`src/rtl/uart_pkg.sv`:
```
// Shared types for the UART receive path: parity encoding, FSM states and
// the data-bits decode used when a frame starts.
package uart_pkg;

  typedef enum logic [1:0] {
    PAR_NONE     = 2'b00,
    PAR_ODD      = 2'b01,
    PAR_EVEN     = 2'b10,
    PAR_NONE_ALT = 2'b11
  } parity_e;

  typedef enum logic [2:0] {
    ST_IDLE,
    ST_START,
    ST_DATA,
    ST_PARITY,
    ST_STOP
  } state_e;

  // 0..4 -> 5..9 data bits; the upper codes saturate at 9.
  function automatic logic [3:0] frame_bits(input logic [2:0] size_frame);
    if (size_frame <= 3'd4) frame_bits = {1'b0, size_frame} + 4'd5;
    else                    frame_bits = 4'd9;
  endfunction

endpackage

```
`src/rtl/fifo.sv`:
```
// Show-ahead receive FIFO with wrap-bit pointers; a push while full is
// accepted only when a pop frees a slot in the same cycle.
module fifo #(
  parameter int WIDTH = 9,
  parameter int DEPTH = 16
) (
  input  logic             i_clk,
  input  logic             i_rst_n,
  input  logic             i_push,
  input  logic             i_pop,
  input  logic [WIDTH-1:0] i_wdata,
  output logic [WIDTH-1:0] o_rdata,
  output logic             o_empty,
  output logic             o_full,
  output logic             o_drop
);

  localparam int AW = $clog2(DEPTH);
  localparam logic [AW:0] PTR_ONE = (AW+1)'(1);

  logic [AW:0]      r_wr_ptr;
  logic [AW:0]      r_rd_ptr;
  logic [WIDTH-1:0] r_mem [DEPTH];
  logic             w_do_push;
  logic             w_do_pop;

  assign o_empty   = (r_wr_ptr == r_rd_ptr);
  assign o_full    = (r_wr_ptr[AW] != r_rd_ptr[AW]) &&
                     (r_wr_ptr[AW-1:0] == r_rd_ptr[AW-1:0]);
  assign w_do_pop  = i_pop && !o_empty;
  assign w_do_push = i_push && (!o_full || w_do_pop);
  assign o_drop    = i_push && o_full && !i_pop;
  // Gated so the head reads as zero whenever nothing valid is stored.
  assign o_rdata   = o_empty ? '0 : r_mem[r_rd_ptr[AW-1:0]];

  always_ff @(posedge i_clk or negedge i_rst_n) begin
    if (!i_rst_n) begin
      r_wr_ptr <= '0;
      r_rd_ptr <= '0;
    end else begin
      if (w_do_push) r_wr_ptr <= r_wr_ptr + PTR_ONE;
      if (w_do_pop)  r_rd_ptr <= r_rd_ptr + PTR_ONE;
    end
  end

  always_ff @(posedge i_clk) begin
    if (w_do_push) r_mem[r_wr_ptr[AW-1:0]] <= i_wdata;
  end

endmodule

```
`src/rtl/recv_block.sv`:
```
// Oversampling UART receiver feeding a show-ahead FIFO.
// Define RECV_ERR_FLAGS_EN to store parity/framing error flags with each word.
//
// state     | meaning
// ST_IDLE   | line idle, waiting for a low sample while enabled
// ST_START  | confirming the start bit at its midpoint
// ST_DATA   | sampling data bits, LSB first
// ST_PARITY | sampling the parity bit (odd/even modes only)
// ST_STOP   | sampling one or two stop bits, push on the last
module recv_block
  import uart_pkg::*;
#(
  parameter int SIZE_DATA     = 9,
  parameter int OVER_SAMPLING = 16,
  parameter int SIZE_BAUD     = 24,
  parameter int SIZE_DEPTH    = 16
) (
  input  logic                 i_clk,
  input  logic                 i_rst_n,
  input  logic                 i_rx_en,
  input  logic                 i_en_rd,
  input  logic                 i_clr_err,
  input  logic [2:0]           i_size_frame,
  input  logic [1:0]           i_parity_bit,
  input  logic                 i_stop_bit,
  input  logic                 i_data_rx,
  input  logic [SIZE_BAUD-1:0] i_baud_value,
  output logic [SIZE_DATA-1:0] o_data,
  output logic                 o_parity_err,
  output logic                 o_frame_err,
  output logic                 o_fifo_empty,
  output logic                 o_fifo_full,
  output logic                 o_overrun
);

  localparam int W_TICK = $clog2(OVER_SAMPLING);
  localparam logic [W_TICK-1:0]    TICK_MID  = W_TICK'(OVER_SAMPLING/2 - 1);
  localparam logic [W_TICK-1:0]    TICK_LAST = W_TICK'(OVER_SAMPLING - 1);
  localparam logic [W_TICK-1:0]    TICK_ONE  = W_TICK'(1);
  localparam logic [SIZE_BAUD-1:0] BAUD_ONE  = SIZE_BAUD'(1);
  localparam logic [3:0]           MAX_BITS  = 4'(SIZE_DATA);
`ifdef RECV_ERR_FLAGS_EN
  localparam int W_WORD = SIZE_DATA + 2;
`else
  localparam int W_WORD = SIZE_DATA;
`endif

  logic [1:0]           r_sync;
  state_e               r_state;
  state_e               w_next;
  logic [SIZE_BAUD-1:0] r_baud;
  logic [SIZE_BAUD-1:0] r_baud_cnt;
  logic [W_TICK-1:0]    r_tick_cnt;
  logic [3:0]           r_nbits;
  logic [3:0]           r_bit_cnt;
  parity_e              r_parity;
  logic                 r_two_stop;
  logic                 r_stop_cnt;
  logic [SIZE_DATA-1:0] r_shift;
  logic                 r_overrun;
  logic                 w_rx;
  logic                 w_tick;
  logic                 w_sample;
  logic                 w_par_on;
  logic                 w_push;
  logic                 w_start;
  logic                 w_drop;
  logic [3:0]           w_nbits_cfg;
  logic [W_WORD-1:0]    w_wdata;
  logic [W_WORD-1:0]    w_rdata;

  always_ff @(posedge i_clk or negedge i_rst_n) begin
    if (!i_rst_n) r_sync <= 2'b11;
    else          r_sync <= {r_sync[0], i_data_rx};
  end

  assign w_rx        = r_sync[1];
  assign w_tick      = (r_state != ST_IDLE) && (r_baud_cnt == r_baud);
  assign w_sample    = w_tick &&
                       (r_tick_cnt == ((r_state == ST_START) ? TICK_MID : TICK_LAST));
  assign w_par_on    = (r_parity == PAR_ODD) || (r_parity == PAR_EVEN);
  assign w_start     = (r_state == ST_IDLE) && (w_next == ST_START);
  assign w_nbits_cfg = (frame_bits(i_size_frame) > MAX_BITS) ? MAX_BITS
                                                              : frame_bits(i_size_frame);

  always_ff @(posedge i_clk or negedge i_rst_n) begin
    if (!i_rst_n) r_state <= ST_IDLE;
    else          r_state <= w_next;
  end

  always_comb begin
    w_next = r_state;
    w_push = 1'b0;
    case (r_state)
      ST_IDLE:   if (!w_rx) w_next = ST_START;
      ST_START:  if (w_sample) w_next = w_rx ? ST_IDLE : ST_DATA;
      ST_DATA:   if (w_sample && (r_bit_cnt == r_nbits - 4'd1))
                   w_next = w_par_on ? ST_PARITY : ST_STOP;
      ST_PARITY: if (w_sample) w_next = ST_STOP;
      ST_STOP:   if (w_sample && (r_stop_cnt || !r_two_stop)) begin
                   w_next = ST_IDLE;
                   w_push = 1'b1;
                 end
      default:   w_next = ST_IDLE;
    endcase
    if (!i_rx_en) begin
      w_next = ST_IDLE;
      w_push = 1'b0;
    end
  end

  always_ff @(posedge i_clk or negedge i_rst_n) begin
    if (!i_rst_n) begin
      r_baud     <= '0;
      r_baud_cnt <= '0;
      r_tick_cnt <= '0;
      r_nbits    <= '0;
      r_bit_cnt  <= '0;
      r_parity   <= PAR_NONE;
      r_two_stop <= 1'b0;
      r_stop_cnt <= 1'b0;
      r_shift    <= '0;
    end else if (r_state == ST_IDLE) begin
      r_baud_cnt <= '0;
      r_tick_cnt <= '0;
      if (w_start) begin
        // Frame format is frozen here for the rest of the frame.
        r_baud     <= i_baud_value;
        r_nbits    <= w_nbits_cfg;
        r_parity   <= parity_e'(i_parity_bit);
        r_two_stop <= i_stop_bit;
        r_bit_cnt  <= '0;
        r_stop_cnt <= 1'b0;
        r_shift    <= '0;
      end
    end else begin
      if (w_tick) begin
        r_baud_cnt <= '0;
        r_tick_cnt <= w_sample ? '0 : r_tick_cnt + TICK_ONE;
      end else begin
        r_baud_cnt <= r_baud_cnt + BAUD_ONE;
      end
      if (w_sample && (r_state == ST_DATA)) begin
        r_shift[r_bit_cnt] <= w_rx;
        r_bit_cnt          <= r_bit_cnt + 4'd1;
      end
      if (w_sample && (r_state == ST_STOP)) r_stop_cnt <= 1'b1;
    end
  end

`ifdef RECV_ERR_FLAGS_EN
  logic r_par_err;
  logic r_frame_err;
  logic w_exp_par;
  logic w_frame_err_fin;

  assign w_exp_par       = (r_parity == PAR_ODD) ? ~^r_shift : ^r_shift;
  assign w_frame_err_fin = r_frame_err | ~w_rx;

  always_ff @(posedge i_clk or negedge i_rst_n) begin
    if (!i_rst_n) begin
      r_par_err   <= 1'b0;
      r_frame_err <= 1'b0;
    end else if (w_start) begin
      r_par_err   <= 1'b0;
      r_frame_err <= 1'b0;
    end else if (w_sample && (r_state == ST_PARITY)) begin
      r_par_err   <= (w_rx != w_exp_par);
    end else if (w_sample && (r_state == ST_STOP)) begin
      r_frame_err <= w_frame_err_fin;
    end
  end

  assign w_wdata      = {w_frame_err_fin, r_par_err, r_shift};
  assign o_parity_err = w_rdata[SIZE_DATA];
  assign o_frame_err  = w_rdata[SIZE_DATA+1];
`else
  assign w_wdata      = r_shift;
  assign o_parity_err = 1'b0;
  assign o_frame_err  = 1'b0;
`endif

  assign o_data = w_rdata[SIZE_DATA-1:0];

  fifo #(
    .WIDTH (W_WORD),
    .DEPTH (SIZE_DEPTH)
  ) u_fifo (
    .i_clk   (i_clk),
    .i_rst_n (i_rst_n),
    .i_push  (w_push),
    .i_pop   (i_en_rd),
    .i_wdata (w_wdata),
    .o_rdata (w_rdata),
    .o_empty (o_fifo_empty),
    .o_full  (o_fifo_full),
    .o_drop  (w_drop)
  );

  // A fresh drop outranks a clear in the same cycle.
  always_ff @(posedge i_clk or negedge i_rst_n) begin
    if (!i_rst_n)       r_overrun <= 1'b0;
    else if (w_drop)    r_overrun <= 1'b1;
    else if (i_clr_err) r_overrun <= 1'b0;
  end

  assign o_overrun = r_overrun;

endmodule

```
`config.mk`:
```
export PLATFORM = sky130hd
export DESIGN_NAME = recv_block
export DESIGN_NICKNAME = d
export VERILOG_FILES = /design/src/rtl/uart_pkg.sv /design/src/rtl/fifo.sv /design/src/rtl/recv_block.sv
export SDC_FILE = /design/constraint.sdc
export NUM_CORES = 1
export LEC_CHECK = 0
export CAP_MARGIN = 20
export CORE_ASPECT_RATIO = 0.9
export CORE_MARGIN = 2
export CORE_UTILIZATION = 50
export DETAILED_ROUTE_END_ITERATION = 10
export PLACE_DENSITY = 0.73
export SLEW_MARGIN = 30
export SYNTH_ARGS = -nofsm -noshare
export SYNTH_HDL_FRONTEND = slang
export SYNTH_HIERARCHICAL = 1
export SYNTH_SLANG_ARGS = --single-unit
```
`constraint.sdc`:
```
create_clock -name i_clk -period 10.42 [get_ports i_clk]
set_input_delay 1.042 -clock i_clk [delete_from_list [all_inputs] [get_ports i_clk]]
set_output_delay 1.042 -clock i_clk [all_outputs]
set_load 0.01 [all_outputs]
```
==> results of run 1 <==
==> synthesized netlist by cell type, types with 3 or more instances <==
master and count:
a21oi_1 16, a22oi_1 19, a31o_2 4, and3_1 13, and4_1 4, buf_2 3, buf_4 3, buf_6 6
clkbuf_1 8, clkbuf_8 7, dfrtp_1 87, edfxtp_1 144, ha_1 14, inv_1 11, mux2_2 27, mux2i_1 10
mux4_1 4, mux4_2 32, nand2_1 38, nand2b_1 4, nand3_1 19, nand4_1 18, nor2_1 42, nor2b_1 8
nor3_1 7, nor3b_1 5, o21ai_0 8, xnor2_1 43, xor2_1 23
==> area by class of cell <==
| class | count | share of cell area, % |
|---|---|---|
| Inverter | 11 | 0.353 |
| Tap cell | 255 | 2.73 |
| Clock inverter | 13 | 1.17 |
| Clock buffer | 31 | 5.81 |
| Timing Repair Buffer | 52 | 4.32 |
| Multi-Input combinational cell | 400 | 29.6 |
| Sequential cell | 233 | 56.0 |
==> registers in the layout, indices dropped and copies added, names as in the netlist, 2 cells and up <==
register         cells
r_shift              9
r_bit_cnt            4
r_tick_cnt           4
r_parity             2
r_nbits              4
u_fifo/r_mem       144
u_fifo/r_wr_ptr      5
r_state              3
r_baud              24
r_baud_cnt          24
r_sync               2
u_fifo/r_rd_ptr      5
==> worst paths after layout <==
kind | from | endpoint | slack, ns
max in group asynchronous | i_rst_n | u_fifo/r_rd_ptr[0] | 8.92
min in group asynchronous | i_rst_n | r_baud[15] | 0.53
max reg2reg | r_baud_cnt[8] | u_fifo/r_mem[7][5] | 6.30
min | r_sync[0] | r_sync[1] | 0.36
min reg2reg | r_sync[0] | r_sync[1] | 0.36
max | u_fifo/r_rd_ptr[1] | o_fifo_empty | 5.85
==> report_power, final <==
group	leakage, nW	internal, mW	switching [mW]
clock	0.394	0.514	0.347
combinational	1.43	0.241	0.202
sequential	2.59	1.01	0.0689
total	4.42	1.76	0.618
==> metal layers <==
layer  global-route usage (%)  wire length (um)
met3                     2.63               991
met2                     30.1              9570
met1                     27.9              9250
met4                     4.10               376
met5                        0                 0
==> through the flow <==
stage / worst slack (ns) / area [um^2] / hold slack (ns) / instances / power [mW]
final: 5.85 / 11700 / 0.357 / 995 / 2.38
after global routing: 5.63 / 11700 / 0.361 / 995 / 2.48
after CTS: 5.79 / 11700 / 0.358 / 995 / 2.41
after detailed placement: 6.35 / 10900 / 0.353 / 951 / 1.54
after global placement: 6.26 / 10900 / 0.346 / 951 / 1.53
after floorplan: 7.14 / 10300 / 0.345 / 675 / 1.43
==> kinds of logic (layout without fill, tap and decap cells) <==
family,after synthesis,in the layout
AO/OA/AOI/OAI,63,63
buffers and inverters,42,107
multiplexers,74,74
AND/OR/NAND/NOR,178,178
XOR/XNOR,69,69
adder cells (fa/ha/maj),14,14
other,1,2
flip-flops,233,233
==> summary.txt, run 1 <==
Synth unique cells: 62
IO Port Bufs: 47
Endpoints failing setup: 0
Adder-cell share of the synthesized area: 1.70%
Via count: 5813
Crit-path slowest cell: dfrtp_1
Asr flop ratio synth: 38.2%
Ys Warns: 6
Synthesized area: 10300 um^2
Final Max Slew Viols: 0
Root Buffer: clkbuf_16
Biggest area consumer among synthesized cells: edfxtp_1
Final setup TNS: 0 ns
Power Density: 203 nW/um^2
RSZ-0062 raised after global routing: false
Io pins: 50
Post-CTS Resized: 0
XOR/XNOR Fraction of Synth Area: 6.18%
DRT Wirelength: 20.2 mm
Post-Synth Simple-Gate Area: 9.18%
Global placement routability congestion: 0.888
Peak supply drop: 0.126 mV
Final setup skew: 0.0212 ns
DRT antenna net count: 0
Crit path time final: 4.57 ns
Max-cap violations: 0
Main combinational cell family by area after synthesis: multiplexers
Final Hold Viols: 0
Layout Nets: 772
Area of the core: 20100 um^2
Setup CP Type: register to primary output
Hold Path Class: register to register
Max Fclk: 219 MHz
Detailed Place HPWL: 13.3 mm
Setup bufs post-CTS: 0
Sequential fraction of the synthesis area: 63.5%
Antenna violations before repair: 0
Hold buffer count at CTS: 0
Full die area: 21800 um^2
Num CTS Buffers: 24
GRT Total Usage: 18.8%
Vias per std cell: 5.84
Detailed Routing Iterations Pass 1: 5
Grt ovf: 0
Max Root-Sink Buffers: 3
Clock latency on the worst-skew pair: 0.52 ns
Diodes inserted: 0
CTS HTree Levels: 1
Commonest cells after routing, fill and taps aside: edfxtp_1, dfrtp_1, clkdlybuf4s50_1, xnor2_1, nor2_1
Crit path DAT: 3.53 ns
Synth Area per Inst: 15.3 um^2
CTS tree: built
Area Overhead vs Synth: 13.3%
Req. time, crit path: 9.38 ns
Lkg Pwr: 4.42 nW
R2R depth: 7
Post-synthesis compound-gate area fraction: 4.30%
Die H: 140 um
DR WL/cell: 20.3 um
Final Cycle Share: 43.9%
Ranking of synthesized cells by area: edfxtp_1, dfrtp_1, mux4_2
Largest net degree at the start of global routing: 48
Outcome: completed
Crit path max-delay family: buffers and inverters
Slowest stage delay, CP: 0.89 ns
Mux contribution to synthesized area: 12.0%
Commonest non-fill, non-tap cell in the layout: edfxtp_1
Finished Core Util: 58.2%
Die Wd: 156 um
Global-route wire length before repair: 32.0 mm
Synth Register Bits: 233
Max FO, Critical Path: 21
Register area: 6560 um^2
First-iteration detailed-routing DRC count: 561
Post-synthesis cell count: 674
Reg clk slew, reported paths: 0.06 ns
Total clock sinks: 233
Fill cells: 1510
Max-Slew Margin vs Limit: 34.8%
CP cell instances: buf_4 > xnor2_1 > nand4_4 > nor2_1 > clkdlybuf4s50_1
Hold Path Stages: 0
Post-synth EDFFs: 144
Standard-cell rows: 49
CP endpoint kind: primary output
WP depth: 5
Worst-Margin Slew: 0.976 ns
Share of the synthesized area in the top cell type: 41.9%
Initial Util: 51.4%
Synth Flop Type: edfxtp_1
Share of layout cells above drive strength 1: 17.4%
DRC: 0
Crit path buf inv count: 2
Multi-input logic area: 3460 um^2
CP startpoint kind: register
Vias in the first global route: 5907
No activity file was read; power rests on OpenSTA's default activity.
==> run 2: changes to the inputs <==
- PLACE_DENSITY: 0.73 -> 0.76
- clock period: 10.42 -> 3.9 ns (I/O delays scaled with it)
==> run 2 against run 1 <==
  * Flip-flop and latch count is the same
  * Clock skew grew 0.0035 ns
  * Critical path type is now register to register
  * Via count grew 1.6%
  * Die area stayed put
  * Total power grew to 2.6 times the previous value
  * Wire length grew 2.0%
  * Worst hold slack got worse by 0.070 ns
  * Largest cell class unchanged
  * Cell area shrank 0.25%
  * Global-route usage rose by 0.70 points
==> summary.txt, run 2 (synthesized netlist as in run 1, its figures left out) <==
Outcome: completed
Layout Nets: 777 (+0.65%)
Finished Cell Area: 11700 um^2 (-0.25%)
Worst setup margin: 0.549 ns (-5.30 ns)
Crit-path slowest cell: nor3b_1
Area Overhead vs Synth: 13.0%
Initial Util: 51.4% (unchanged)
Worst hold slack: 0.287 ns (-0.0699 ns)
Final Cycle Share: 85.9%
Global-route wire length before repair: 33.3 mm (+4.1%)
Worst-Margin Slew: 0.875 ns (-0.101 ns)
Hold Crit Start: i_data_rx
GRT Total Usage: 19.5% (+0.70 points)
Reg-to-reg setup timing slack: 0.55 ns (-5.75 ns)
Total clock sinks: 233 (unchanged)
Crit path time final: 3.35 ns
Non-filler instance count after layout: 999 (+0.40%)
Hold Path Class: primary input to register
Detailed Routing Iterations Pass 1: 5 (unchanged)
Setup bufs post-CTS: 0 (unchanged)
Root Buffer: clkbuf_16
Share of layout cells above drive strength 1: 17.1% (-0.36 points)
Detailed Place HPWL: 13.5 mm (+1.9%)
Total power: 6.23 mW (+160%)
Grt ovf: 0 (unchanged)
DR WL/cell: 20.6 um (+1.6%)
Endpoints failing setup: 0 (unchanged)
IO Port Bufs: 47 (unchanged)
Final Hold Viols: 0 (unchanged)
Max Root-Sink Buffers: 3 (unchanged)
Die Wd: 156 um (unchanged)
Req. time, crit path: 4.07 ns (-5.31 ns)
Finished Core Util: 58.0% (-0.14 points)
Max reg flops: 144 (unchanged)
CTS HTree Levels: 1 (unchanged)
Hold EP: r_sync[0]
Max Fclk: 298 MHz
Final Max Slew Viols: 0 (unchanged)
Lkg Pwr: 4.42 nW (about the same)
Dpl ws: 0.541 ns (-5.81 ns)
Crit path DAT: 3.53 ns (about the same)
Final setup TNS: 0 ns (unchanged)
Diodes inserted: 0 (unchanged)
RR Startpoint: r_baud_cnt[8]
RSZ-0062 raised after global routing: false
CTS tree: built
DRT Wirelength: 20.6 mm (+2.0%)
Largest net degree at the start of global routing: 73 (+52%)
CP startpoint kind: register
Setup CP Type: register to register
Cell total after placement: 956 (+0.53%)
Final setup skew: 0.0247 ns (+0.00346 ns)
Via count: 5904 (+1.6%)
Commonest non-fill, non-tap cell in the layout: edfxtp_1
Global placement routability congestion: 0.832 (-6.3%)
Io pins: 50 (unchanged)
Peak supply drop: 0.366 mV (+190%)
Placed Instance Area: 10900 um^2 (+0.41%)
Max FO, Critical Path: 16 (-24%)
DRT antenna net count: 0 (unchanged)
Area of the core: 20100 um^2 (unchanged)
Fill cells: 1525 (+0.99%)
Register area: 6560 um^2 (unchanged)
First-iteration detailed-routing DRC count: 562 (+0.18%)
Vias in the first global route: 6071 (+2.8%)
Antenna violations before repair: 0 (unchanged)
Commonest cells after routing, fill and taps aside: edfxtp_1, dfrtp_1, clkdlybuf4s50_1, xnor2_1, nor2_1
Crit path buf inv count: 1 (-1)
Clock latency on the worst-skew pair: 0.53 ns (about the same)
DRC: 0 (unchanged)
R2r endpoint: u_fifo/r_mem[9][6]
CP cell instances: xnor2_1 > nand4_1 > nor4_4 > buf_4 > nand3_1 > nor3b_1 > o31a_4 > and3_1
Standard-cell rows: 49 (unchanged)
Slowest stage delay, CP: 0.63 ns (-0.26 ns)
Vias per std cell: 5.91 (+1.2%)
Die H: 140 um (unchanged)
Full die area: 21800 um^2 (unchanged)
Max-Slew Margin vs Limit: 41.5% (+6.6 points)
Reg clk slew, reported paths: 0.06 ns (about the same)
Num CTS Buffers: 23 (-4.2%)
Max-cap violations: 0 (unchanged)
Multi-input logic area: 3450 um^2 (-0.22%)
R2R depth: 8 (+1)
Crit path max-delay family: simple AND/OR/NAND/NOR gates
Power Density: 534 nW/um^2 (+160%)
Hold Path Stages: 1 (+1)
CP endpoint kind: register
run 2: timing repair:
action | in CTS | in global routing
hold endpoints to repair | 0 | 69
endpoints found under the setup margin | 0 | 0
resized for setup | 0 | 0
hold buffers | 0 | 1
run 2: cell type report:
| cell class | count | share of cell area, % |
|---|---|---|
| clock buffer | 24 | 4.96 |
| clock inverter | 18 | 1.30 |
| multi-input combinational | 400 | 29.6 |
| inverter | 11 | 0.354 |
| sequential | 233 | 56.2 |
| timing repair buffer | 58 | 4.88 |
| tap | 255 | 2.73 |
run 2: how the worst max path moves through the flow:
stage	startpoint	endpoint	slack, ns	depth (start not counted)
floorplan	r_baud_cnt[2]	u_fifo/r_mem[11][0]	0.62	7
global placement	r_baud_cnt[8]	u_fifo/r_mem[9][6]	0.70	8
detailed placement	r_baud_cnt[0]	u_fifo/r_mem[9][6]	0.54	8
CTS	r_baud_cnt[8]	u_fifo/r_mem[9][5]	0.53	8
global route	r_baud_cnt[8]	u_fifo/r_mem[9][8]	0.29	8
finish	r_baud_cnt[8]	u_fifo/r_mem[9][6]	0.55	8
run 2: power breakdown:
part | switching (mW) | internal, mW
Combinational | 0.637 | 0.658
Sequential | 0.105 | 2.69
Clock | 0.918 | 1.22
run 2: routing by layer:
| layer | vias up | wire [um] | GRT usage, % | share of wire, % |
|---|---|---|---|---|
| met5 | - | 0 | 0 | 0 |
| met3 | 45 | 1190 | 3.28 | 5.8 |
| met4 | 0 | 585 | 5.46 | 2.8 |
| li1 | 2655 | - | - | - |
| met2 | 218 | 9760 | 31.3 | 47 |
| met1 | 2986 | 9040 | 27.9 | 44 |
